## src/rtl/sys_bus_arbiter_pkg.sv

```systemverilog
// Shared types and constants for the two-master system bus arbiter.
// Holds FSM state encodings, master indices, counter widths and the grant helper.
package sys_bus_arbiter_pkg;

    typedef enum logic [1:0] {
        ST_IDLE  = 2'd0,
        ST_ISSUE = 2'd1,
        ST_WAIT  = 2'd2,
        ST_DONE  = 2'd3
    } arb_state_e;

    localparam logic MST_0 = 1'b0;
    localparam logic MST_1 = 1'b1;

    localparam int unsigned WD_W     = 16;
    localparam int unsigned TO_CNT_W = 8;

    // Round-robin pick: alternate away from the last grant when both wait.
    function automatic logic rr_pick(input logic pend0, input logic pend1, input logic last);
        return (pend0 && pend1) ? ~last : pend1;
    endfunction

endpackage

```

## src/rtl/sys_bus_req_latch.sv

```systemverilog
// Per-master request holding register: captures a single-cycle wen/ren pulse
// and keeps it pending until the arbiter completes it.
module sys_bus_req_latch #(
    parameter int unsigned AW = 32,
    parameter int unsigned DW = 32
) (
    input  logic            clk_i,
    input  logic            rstn_i,
    input  logic [AW-1:0]   addr_i,
    input  logic [DW-1:0]   wdata_i,
    input  logic [DW/8-1:0] sel_i,
    input  logic            wen_i,
    input  logic            ren_i,
    input  logic            clr_i,
    output logic            pend_o,
    output logic [AW-1:0]   addr_o,
    output logic [DW-1:0]   wdata_o,
    output logic [DW/8-1:0] sel_o,
    output logic            wr_o
);

    logic            pend_q;
    logic [AW-1:0]   addr_q;
    logic [DW-1:0]   wdata_q;
    logic [DW/8-1:0] sel_q;
    logic            wr_q;
    logic            accept_c;

    // A pulse is taken when idle, or in the completion cycle (set beats clear).
    assign accept_c = (wen_i || ren_i) && (!pend_q || clr_i);

    always_ff @(posedge clk_i) begin
        if (!rstn_i) begin
            pend_q  <= 1'b0;
            addr_q  <= '0;
            wdata_q <= '0;
            sel_q   <= '0;
            wr_q    <= 1'b0;
        end else if (accept_c) begin
            pend_q  <= 1'b1;
            addr_q  <= addr_i;
            wdata_q <= wdata_i;
            sel_q   <= sel_i;
            wr_q    <= wen_i;
        end else if (clr_i) begin
            pend_q  <= 1'b0;
        end
    end

    assign pend_o  = pend_q;
    assign addr_o  = addr_q;
    assign wdata_o = wdata_q;
    assign sel_o   = sel_q;
    assign wr_o    = wr_q;

endmodule

```

## src/rtl/sys_bus_arbiter.sv

```systemverilog
// Two-master round-robin arbiter for the system bus with a slave-ack watchdog.
// Requests are latched per master and issued one at a time through IDLE/ISSUE/WAIT/DONE.
module sys_bus_arbiter
    import sys_bus_arbiter_pkg::*;
#(
    parameter int unsigned TIMEOUT_CYC = 255,
    parameter int unsigned AW          = 32,
    parameter int unsigned DW          = 32
) (
    input  logic                sys_clk_i,
    input  logic                sys_rstn_i,
    input  logic [AW-1:0]       m0_addr_i,
    input  logic [DW-1:0]       m0_wdata_i,
    input  logic [DW/8-1:0]     m0_sel_i,
    input  logic                m0_wen_i,
    input  logic                m0_ren_i,
    output logic [DW-1:0]       m0_rdata_o,
    output logic                m0_err_o,
    output logic                m0_ack_o,
    input  logic [AW-1:0]       m1_addr_i,
    input  logic [DW-1:0]       m1_wdata_i,
    input  logic [DW/8-1:0]     m1_sel_i,
    input  logic                m1_wen_i,
    input  logic                m1_ren_i,
    output logic [DW-1:0]       m1_rdata_o,
    output logic                m1_err_o,
    output logic                m1_ack_o,
    output logic [AW-1:0]       sys_addr_o,
    output logic [DW-1:0]       sys_wdata_o,
    output logic [DW/8-1:0]     sys_sel_o,
    output logic                sys_wen_o,
    output logic                sys_ren_o,
    input  logic [DW-1:0]       sys_rdata_i,
    input  logic                sys_err_i,
    input  logic                sys_ack_i,
    output logic [TO_CNT_W-1:0] to_cnt_o
);

    localparam int unsigned SW = DW / 8;

    arb_state_e          state_q;
    logic                gnt_q;
    logic                last_q;
    logic [WD_W-1:0]     wd_cnt_q;
    logic [TO_CNT_W-1:0] to_cnt_q;

    logic          pend0, pend1, wr0, wr1;
    logic [AW-1:0] addr0, addr1;
    logic [DW-1:0] wdata0, wdata1;
    logic [SW-1:0] sel0, sel1;

    logic          clr0_c, clr1_c, gnt_c, busy_c, timeout_c, fire_c, rsp_err_c;
    logic [DW-1:0] rsp_rdata_c;

    assign clr0_c = (state_q == ST_DONE) && (gnt_q == MST_0);
    assign clr1_c = (state_q == ST_DONE) && (gnt_q == MST_1);

    sys_bus_req_latch #(.AW(AW), .DW(DW)) u_req0 (
        .clk_i   (sys_clk_i),
        .rstn_i  (sys_rstn_i),
        .addr_i  (m0_addr_i),
        .wdata_i (m0_wdata_i),
        .sel_i   (m0_sel_i),
        .wen_i   (m0_wen_i),
        .ren_i   (m0_ren_i),
        .clr_i   (clr0_c),
        .pend_o  (pend0),
        .addr_o  (addr0),
        .wdata_o (wdata0),
        .sel_o   (sel0),
        .wr_o    (wr0)
    );

    sys_bus_req_latch #(.AW(AW), .DW(DW)) u_req1 (
        .clk_i   (sys_clk_i),
        .rstn_i  (sys_rstn_i),
        .addr_i  (m1_addr_i),
        .wdata_i (m1_wdata_i),
        .sel_i   (m1_sel_i),
        .wen_i   (m1_wen_i),
        .ren_i   (m1_ren_i),
        .clr_i   (clr1_c),
        .pend_o  (pend1),
        .addr_o  (addr1),
        .wdata_o (wdata1),
        .sel_o   (sel1),
        .wr_o    (wr1)
    );

    // Watchdog counts WAIT cycles; a slave ack on the final cycle still wins.
    assign gnt_c       = rr_pick(pend0, pend1, last_q);
    assign busy_c      = (state_q == ST_ISSUE) || (state_q == ST_WAIT);
    assign timeout_c   = (state_q == ST_WAIT) && !sys_ack_i
                         && (wd_cnt_q == WD_W'(TIMEOUT_CYC - 1));
    assign fire_c      = (busy_c && sys_ack_i) || timeout_c;
    assign rsp_rdata_c = timeout_c ? '0 : sys_rdata_i;
    assign rsp_err_c   = timeout_c || sys_err_i;

    always_ff @(posedge sys_clk_i) begin
        if (!sys_rstn_i) begin
            state_q     <= ST_IDLE;
            gnt_q       <= MST_0;
            last_q      <= MST_1;
            wd_cnt_q    <= '0;
            to_cnt_q    <= '0;
            sys_addr_o  <= '0;
            sys_wdata_o <= '0;
            sys_sel_o   <= '0;
            sys_wen_o   <= 1'b0;
            sys_ren_o   <= 1'b0;
            m0_rdata_o  <= '0;
            m0_err_o    <= 1'b0;
            m0_ack_o    <= 1'b0;
            m1_rdata_o  <= '0;
            m1_err_o    <= 1'b0;
            m1_ack_o    <= 1'b0;
        end else begin
            sys_wen_o <= 1'b0;
            sys_ren_o <= 1'b0;
            m0_ack_o  <= 1'b0;
            m1_ack_o  <= 1'b0;
            case (state_q)
                ST_IDLE: begin
                    if (pend0 || pend1) begin
                        gnt_q       <= gnt_c;
                        last_q      <= gnt_c;
                        wd_cnt_q    <= '0;
                        sys_addr_o  <= gnt_c ? addr1  : addr0;
                        sys_wdata_o <= gnt_c ? wdata1 : wdata0;
                        sys_sel_o   <= gnt_c ? sel1   : sel0;
                        sys_wen_o   <= gnt_c ? wr1    : wr0;
                        sys_ren_o   <= gnt_c ? ~wr1   : ~wr0;
                        state_q     <= ST_ISSUE;
                    end
                end
                ST_ISSUE, ST_WAIT: begin
                    wd_cnt_q <= (state_q == ST_ISSUE) ? '0 : wd_cnt_q + WD_W'(1);
                    if (fire_c) begin
                        if (gnt_q == MST_1) begin
                            m1_ack_o   <= 1'b1;
                            m1_rdata_o <= rsp_rdata_c;
                            m1_err_o   <= rsp_err_c;
                        end else begin
                            m0_ack_o   <= 1'b1;
                            m0_rdata_o <= rsp_rdata_c;
                            m0_err_o   <= rsp_err_c;
                        end
                        if (timeout_c && (to_cnt_q != '1)) begin
                            to_cnt_q <= to_cnt_q + TO_CNT_W'(1);
                        end
                        state_q <= ST_DONE;
                    end else begin
                        state_q <= ST_WAIT;
                    end
                end
                ST_DONE: state_q <= ST_IDLE;
                default: state_q <= ST_IDLE;
            endcase
        end
    end

    assign to_cnt_o = to_cnt_q;

endmodule

```

## config.mk

```make
export PLATFORM = sky130hd
export DESIGN_NAME = sys_bus_arbiter
export DESIGN_NICKNAME = d
export VERILOG_FILES = /design/src/rtl/sys_bus_arbiter_pkg.sv /design/src/rtl/sys_bus_req_latch.sv /design/src/rtl/sys_bus_arbiter.sv
export SDC_FILE = /design/constraint.sdc
export NUM_CORES = 1
export LEC_CHECK = 0
export BUFFER_PORTS_ARGS = -buffer_cell sky130_fd_sc_hd__clkbuf_2
export CAP_MARGIN = 20
export CELL_PAD_IN_SITES_DETAIL_PLACEMENT = 0
export CELL_PAD_IN_SITES_GLOBAL_PLACEMENT = 1
export CORE_MARGIN = 1
export CORE_UTILIZATION = 38
export CTS_CLUSTER_SIZE = 12
export DETAILED_ROUTE_END_ITERATION = 16
export PLACE_DENSITY = 0.83
export SKIP_CTS_REPAIR_TIMING = 1
export SLEW_MARGIN = 10
export SYNTH_ARGS = -nofsm -noshare
export SYNTH_HDL_FRONTEND = slang
export SYNTH_SLANG_ARGS = --single-unit
```

## constraint.sdc

```tcl
create_clock -name sys_clk_i -period 2.1 [get_ports sys_clk_i]
set_input_delay 0.42 -clock sys_clk_i [delete_from_list [all_inputs] [get_ports sys_clk_i]]
set_output_delay 0.42 -clock sys_clk_i [all_outputs]
set_load 0.05 [all_outputs]
```

==> metrics.csv, run 1 <==
stage,metric,value,unit
floorplanning,die area,0.0329,mm2
timing,period utilisation layout,89.9,%
layout,FILL cells,3100,
detailed_routing,WL per Instance,16.6,um
layout,layout cells sized above 1,24.6,%
setup_path,Top Family by Delay on Critical Path,simple AND/OR/NAND/NOR gates,
setup_path,CP Capture Type,flip-flop,
logic_synthesis,cells after synthesis,1467,
flow_run,maxcap violations,0,
floorplanning,chip height,181,um
timing,Max transition margin,54.7,%
logic_synthesis,synth warn,0,
timing,unrepaired setup endpoints after global routing,false,
detailed_routing,Initial DRT Pass Iterations,5,
floorplanning,I/O pin cnt,322,
global_routing,vias in the first global route,10800,
detailed_routing,Post-Route WL,36.0,mm
setup_path,CP Max Fanout,6,
timing,setup TNS,0,ns
logic_synthesis,Async SR Flop Fraction,0,%
detailed_routing,Antenna Nets Post-Route,0,
setup_path,worst path required time,2.52,ns
floorplanning,initial core utilization,38.7,%
timing,Slew Limit Fails,0,
setup_path,WP buf/inv,2,
global_routing,GRT Resource Usage Total,21.3,%
logic_synthesis,Synth Cell Area,0.0122,mm2
pwr,Lkg Pwr,0.00641,uW
global_routing,largest net degree at the start of global routing,79,
pwr,Switching Share,35.2,%
logic_synthesis,Syn Nets,1650,
setup_path,Reg2Reg Setup Slack,0.21,ns
place,placed cell area,0.0143,mm2
global_routing,GRT met3 Usage,6.13,%
pwr,clock network fraction of design power,34.3,%
place,Detail Placement HPWL,23.7,mm
global_routing,initial antenna violation count,3,
clocking,CTS root buf,clkbuf_16,
pwr,Worst VDD drop,590,uV
timing,FMAX,529,MHz
layout,nets@finish,1926,
place,IO buf count,321,
detailed_routing,vias per cell,5.16,
floorplanning,CORE AREA,0.0316,mm2
clocking,CTS tree,done,
pwr,internal power,12100,uW
place,gpl congestion,0.799,
clocking,Max Buffers Root-to-Sink,3,
setup_path,CP cell instances,inv_1 -> ha_4 -> buf_4 -> nand2b_1 -> or2_1 -> or3_1 -> a31oi_1,
setup_path,critical path's largest stage delay,0.37,ns
global_routing,GR peak layer,met2,
logic_synthesis,"FF+latch count, synth",306,
logic_synthesis,Synth Area per Inst,8.33,um2
clocking,H-Tree Depth,2,
clocking,clk_lat worst skew,0.51,ns
hold_path,Hold Path Class,input pin to flip-flop,
detailed_routing,vias,11200,
setup_path,crit path DAT,2.31,ns
clocking,Num CTS Buffers,35,
global_routing,GRT met1 Usage,25.6,%
timing,crit path time final,1.89,ns
clocking,Clock Pin Slew Worst Setup and Hold Paths,0.06,ns
setup_path,CP max stage cell,dfxtp_1,
floorplanning,Die Width,181,um
logic_synthesis,Most used DFF post-synth,dfxtp_1,
timing,Finish-stage setup viols,0,
pwr,Sw Pwr,6610,uW
clocking,Sink Count,306,
detailed_routing,DRC viols,0,
detailed_routing,DR iter-0 viols,509,
logic_synthesis,distinct cell type count of the synthesized netlist,55,
global_routing,first-pass GRT wire length,57.2,mm
status,outcome,finished clean,
pwr,part of the power in registers,37.1,%
setup_path,type of the worst setup path,flip-flop to flip-flop,
timing,worst slew pin tran,0.680,ns
logic_synthesis,"Seq/Total Area, Yosys",50.2,%
global_routing,grt met2 use,36.1,%
pwr,pwr dens,1200,mW/mm2
setup_path,crit path launch type,flip-flop,
layout,area growth from synthesis to layout,28.0,%
timing,final hold vios,0,
layout,Finished Cell Area,0.0156,mm2
timing,Clock Skews,0.0152,ns
pwr,Comb power frac,28.6,%
logic_synthesis,"EDFF count, synth",0,
global_routing,Congestion Overflow GR,0,
floorplanning,num rows,65,
[power groups by stage]
stage	clock network (uW)	logic, uW	registers, uW
floorplan	0	2070	8720
global placement	0	5240	7040
detailed placement	0	5280	7070
CTS	6590	5300	6950
global route	6820	5760	7040
finish	6430	5360	6950
[path summary, 6_finish.rpt]
| kind | startpoint | endpoint | depth (start not counted) |
|---|---|---|---|
| worst max-delay path | state_q[1] | wd_cnt_q[9] | 7 |
| worst min-delay path | m0_wdata_i[12] | u_req0.wdata_o[12] | 3 |
| worst max register to register | state_q[1] | wd_cnt_q[9] | 7 |
| worst min register to register | u_req0.wdata_o[8] | u_req0.wdata_o[8] | 2 |
[through the flow]
step | utilization, % | total power (uW) | cells | setup slack, ns | hold WS (ns)
3_3_place_gp | 45.5 | 12300 | 2105 | 0.132 | 0.441
6_report | 49.5 | 18700 | 2171 | 0.211 | 0.126
3_5_place_dp | 45.5 | 12400 | 2105 | 0.0621 | 0.446
2_1_floorplan | - | 10800 | 1467 | 0.208 | 0.436
4_1_cts | 49.4 | 18800 | 2166 | 0.0110 | 0.105
5_1_grt | 49.5 | 19600 | 2170 | 0.0356 | 0.109
[synth_stat cells (all sizes together), types with 4 or more instances]
cell type	n	area share (%)
nor3	6	0.25
o211ai	33	2.0
buf	42	1.8
nand3	13	0.53
nand3b	4	0.25
dfxtp	306	50
nand2b	5	0.26
a21oi	220	9.0
mux2i	70	5.7
clkbuf	81	2.5
and2	34	1.7
inv	9	0.28
o41ai	4	0.29
o311ai	6	0.43
o21ai	45	1.8
ha	7	0.72
nor2	90	2.8
nand4	9	0.46
nand2	354	11
and3	6	0.31
a211oi	71	4.4
a311oi	4	0.29
or2	6	0.31
[registers in the layout, indices dropped and copies added, names as in the netlist, 32 cells and up]
register and cells:
m0_rdata_o 32, m1_rdata_o 32, sys_addr_o 32, sys_wdata_o 32, u_req0.addr_o 32, u_req0.wdata_o 32, u_req1.addr_o 32, u_req1.wdata_o 32
[routing by layer]
| layer | routed length, um | up-vias |
|---|---|---|
| met5 | 13 | - |
| met4 | 1100 | 2 |
| met3 | 2890 | 65 |
| met2 | 16900 | 371 |
| met1 | 15200 | 5176 |
| li1 | - | 5597 |
[logic make-up after synthesis]
logic type | count (synthesis) | synth area share, %
muxes | 70 | 5.74
and+or+nand+nor | 547 | 19.1
DFF | 306 | 50.2
adders and majority gates | 7 | 0.717
AOI/OAI and AO/OA | 404 | 19.7
buffers and inverters | 133 | 4.61
[layout by cell type (no fill, tap or decap), types with 13 or more instances in the layout]
cell and count:
o21ai_0 42, buf_12 17, clkbuf_2 321, a211oi_1 71, buf_4 22, o211ai_1 33, nand3_1 13, dfxtp_1 306
clkbuf_16 36, nor2_1 88, mux2i_1 70, a21oi_1 220, nand2_1 354, and2_1 34
[worst reg2reg max path, cell delays in order, from the launching register on]
cell	delay, ns
dfxtp_1	0.37
inv_1	0.10
ha_4	0.31
buf_4	0.13
nand2b_1	0.07
or2_1	0.30
or3_1	0.37
a31oi_1	0.16
[area by class of cell]
class | instances | area (um2) | share of cell area [%]
multi-input cells | 1028 | 5590 | 35.8
clock inverters | 11 | 195 | 1.25
diodes | 2 | 5.00 | 0.0320
well taps | 402 | 503 | 3.22
clock buffers | 50 | 1030 | 6.61
inverters | 10 | 45.0 | 0.288
flip-flops and latches | 306 | 6130 | 39.2
repair buffers | 362 | 2130 | 13.7
Note: power is estimated with default switching activity, not from simulation.
==> run 2, diff against run 1 <==
Settings changed: BUFFER_PORTS_ARGS -buffer_cell sky130_fd_sc_hd__clkbuf_2 to -buffer_cell sky130_fd_sc_hd__buf_4.
==> metrics.csv, run 2 (synthesis results as in run 1) <==
stage,metric,value,unit,change
hold_path,Hold Path Class,input pin to flip-flop,,
clocking,Sink Count,306,,unchanged
timing,worst slew pin tran,0.498,ns,-0.182 ns
setup_path,critical path's largest stage delay,0.37,ns,about the same
flow_run,maxcap violations,0,,unchanged
detailed_routing,Antenna Nets Post-Route,0,,unchanged
setup_path,r2r startpoint,state_q[0],,
setup_path,Top Family by Delay on Critical Path,simple AND/OR/NAND/NOR gates,,
floorplanning,chip height,181,um,unchanged
timing,final hold vios,0,,unchanged
detailed_routing,WL per Instance,17.0,um,+2.6%
place,Detail Placement HPWL,24.6,mm,+3.9%
detailed_routing,vias per cell,5.23,,+1.2%
floorplanning,num rows,65,,unchanged
clocking,Num CTS Buffers,35,,unchanged
timing,setup TNS,0,ns,unchanged
layout,multi-input gate area in the final layout,0.00559,mm2,about the same
setup_path,CP Capture Type,flip-flop,,
place,IO buf count,321,,unchanged
layout,layout cells sized above 1,24.4,%,-0.11 points
place,gpl congestion,0.824,,+3.1%
status,outcome,finished clean,,
timing,crit path time final,1.92,ns,+0.0277 ns
layout,FILL cells,3058,,-1.4%
timing,Slew Limit Fails,0,,unchanged
setup_path,worst path required time,2.49,ns,-0.03 ns
clocking,H-Tree Depth,2,,unchanged
setup_path,CP max stage cell,or3_1,,
floorplanning,CORE AREA,0.0316,mm2,unchanged
layout,"commonest non-fill, non-tap cell in the layout",nand2_1,,
floorplanning,initial core utilization,38.7,%,unchanged
clocking,CTS root buf,clkbuf_16,,
global_routing,initial antenna violation count,1,,-2
layout,area growth from synthesis to layout,34.0,%,
setup_path,crit path DAT,2.31,ns,about the same
global_routing,GRT met1 Usage,27.3,%,+1.7 points
timing,Finish-stage setup viols,0,,unchanged
detailed_routing,DR iter-0 viols,659,,+29%
place,placed cell area,0.0152,mm2,+6.3%
timing,hold_ws,0.161,ns,+0.0351 ns
detailed_routing,Post-Route WL,37.0,mm,+2.6%
setup_path,type of the worst setup path,flip-flop to flip-flop,,
timing,period utilisation layout,91.3,%,+1.3 points
global_routing,grt met2 use,36.7,%,+0.58 points
global_routing,vias in the first global route,10800,,-0.16%
detailed_routing,DRC viols,0,,unchanged
timing,FMAX,522,MHz,-1.4%
layout,nets@finish,1932,,+0.31%
layout,Sequential cell area,0.00613,mm2,unchanged
timing,Max transition margin,66.8,%,+12 points
clocking,Clock Pin Slew Worst Setup and Hold Paths,0.06,ns,about the same
timing,Clock Skews,0.0208,ns,+0.00562 ns
detailed_routing,Initial DRT Pass Iterations,5,,unchanged
setup_path,CP Max Fanout,6,,unchanged
clocking,clk_lat worst skew,0.51,ns,about the same
clocking,Max Buffers Root-to-Sink,3,,unchanged
global_routing,largest net degree at the start of global routing,82,,+3.8%
setup_path,crit path launch type,flip-flop,,
detailed_routing,vias,11300,,+1.2%
floorplanning,die area,0.0329,mm2,unchanged
hold_path,Hold Path Origin,m0_addr_i[16],,
setup_path,start point of the critical path,state_q[0],,
setup_path,CP cell instances,inv_1 -> ha_2 -> nor3b_2 -> buf_4 -> or2_0 -> nor3_1 -> or3_1,,
global_routing,GR peak layer,met2,,
global_routing,first-pass GRT wire length,58.3,mm,+2.0%
layout,most frequent cells in the layout,"nand2_1 (354), buf_4 (346), dfxtp_1 (306)",,
layout,Finished Cell Area,0.0164,mm2,+4.7%
floorplanning,Die Width,181,um,unchanged
pwr,Worst VDD drop,647,uV,+9.6%
global_routing,GRT met3 Usage,5.91,%,-0.22 points
pwr,pwr dens,1140,mW/mm2,-5.0%
floorplanning,I/O pin cnt,322,,unchanged
pwr,Lkg Pwr,0.00661,uW,+3.0%
global_routing,Congestion Overflow GR,0,,unchanged
setup_path,WP buf/inv,2,,unchanged
clocking,CTS tree,done,,
global_routing,GRT Resource Usage Total,21.9,%,+0.56 points
run 2: cell count changes in the layout (fill, tap and decap cells not counted), sizes merged:
cell    before  now
bufinv       5    1
diode        2    1
inv         11   10
buf         41  368
clkinv       5    2
clkbuf     371   52
run 2: stage by stage:
stage / util (%) / setup WS, ns / instances / total power [uW]
after floorplan: - / 0.208 / 1467 / 10800
after global placement: 48.3 / 0.123 / 2113 / 12800
after detailed placement: 48.3 / 0.0927 / 2113 / 12900
after CTS: 51.8 / 0.0614 / 2168 / 18800
after global routing: 51.9 / -0.0220 / 2170 / 19600
final: 51.9 / 0.183 / 2170 / 18600
run 2: final timing paths:
kind         depth (start not counted)                 to  slack (ns)
max                                  7       wd_cnt_q[13]        0.18
min                                  3  u_req0.addr_o[16]        0.16
max reg2reg                          7       wd_cnt_q[13]        0.18
min reg2reg                          2  u_req0.wdata_o[1]        0.45
run 2: area by class of cell:
cell class / instances / share of cell area (%)
Timing Repair Buffer: 368 / 18.5
Multi-Input combinational cell: 1028 / 34.1
Sequential cell: 306 / 37.4
Antenna cell: 1 / 0.0153
Tap cell: 402 / 3.07
Clock inverter: 3 / 0.245
Clock buffer: 52 / 6.37
Inverter: 10 / 0.275
run 2: routing by layer:
metal	vias to the layer above	wire [um]	part of all wire, %
met3	51	2800	7.6
li1	5610	-	-
met5	-	0	0
met1	5309	15800	43
met2	373	17500	47
met4	0	882	2.4
run 2: where the power goes:
group          total, uW  internal (uW)  switching, uW
sequential          6950           6540            409
combinational       5860           1990           3870
clock               5830           3520           2310
total              18600          12100           6580
run 2: worst reg2reg max path, stage by stage (launching register included):
cell,delay [ns]
dfxtp_1,0.32
inv_1,0.10
ha_2,0.18
nor3b_2,0.24
buf_4,0.19
or2_0,0.30
nor3_1,0.11
or3_1,0.37
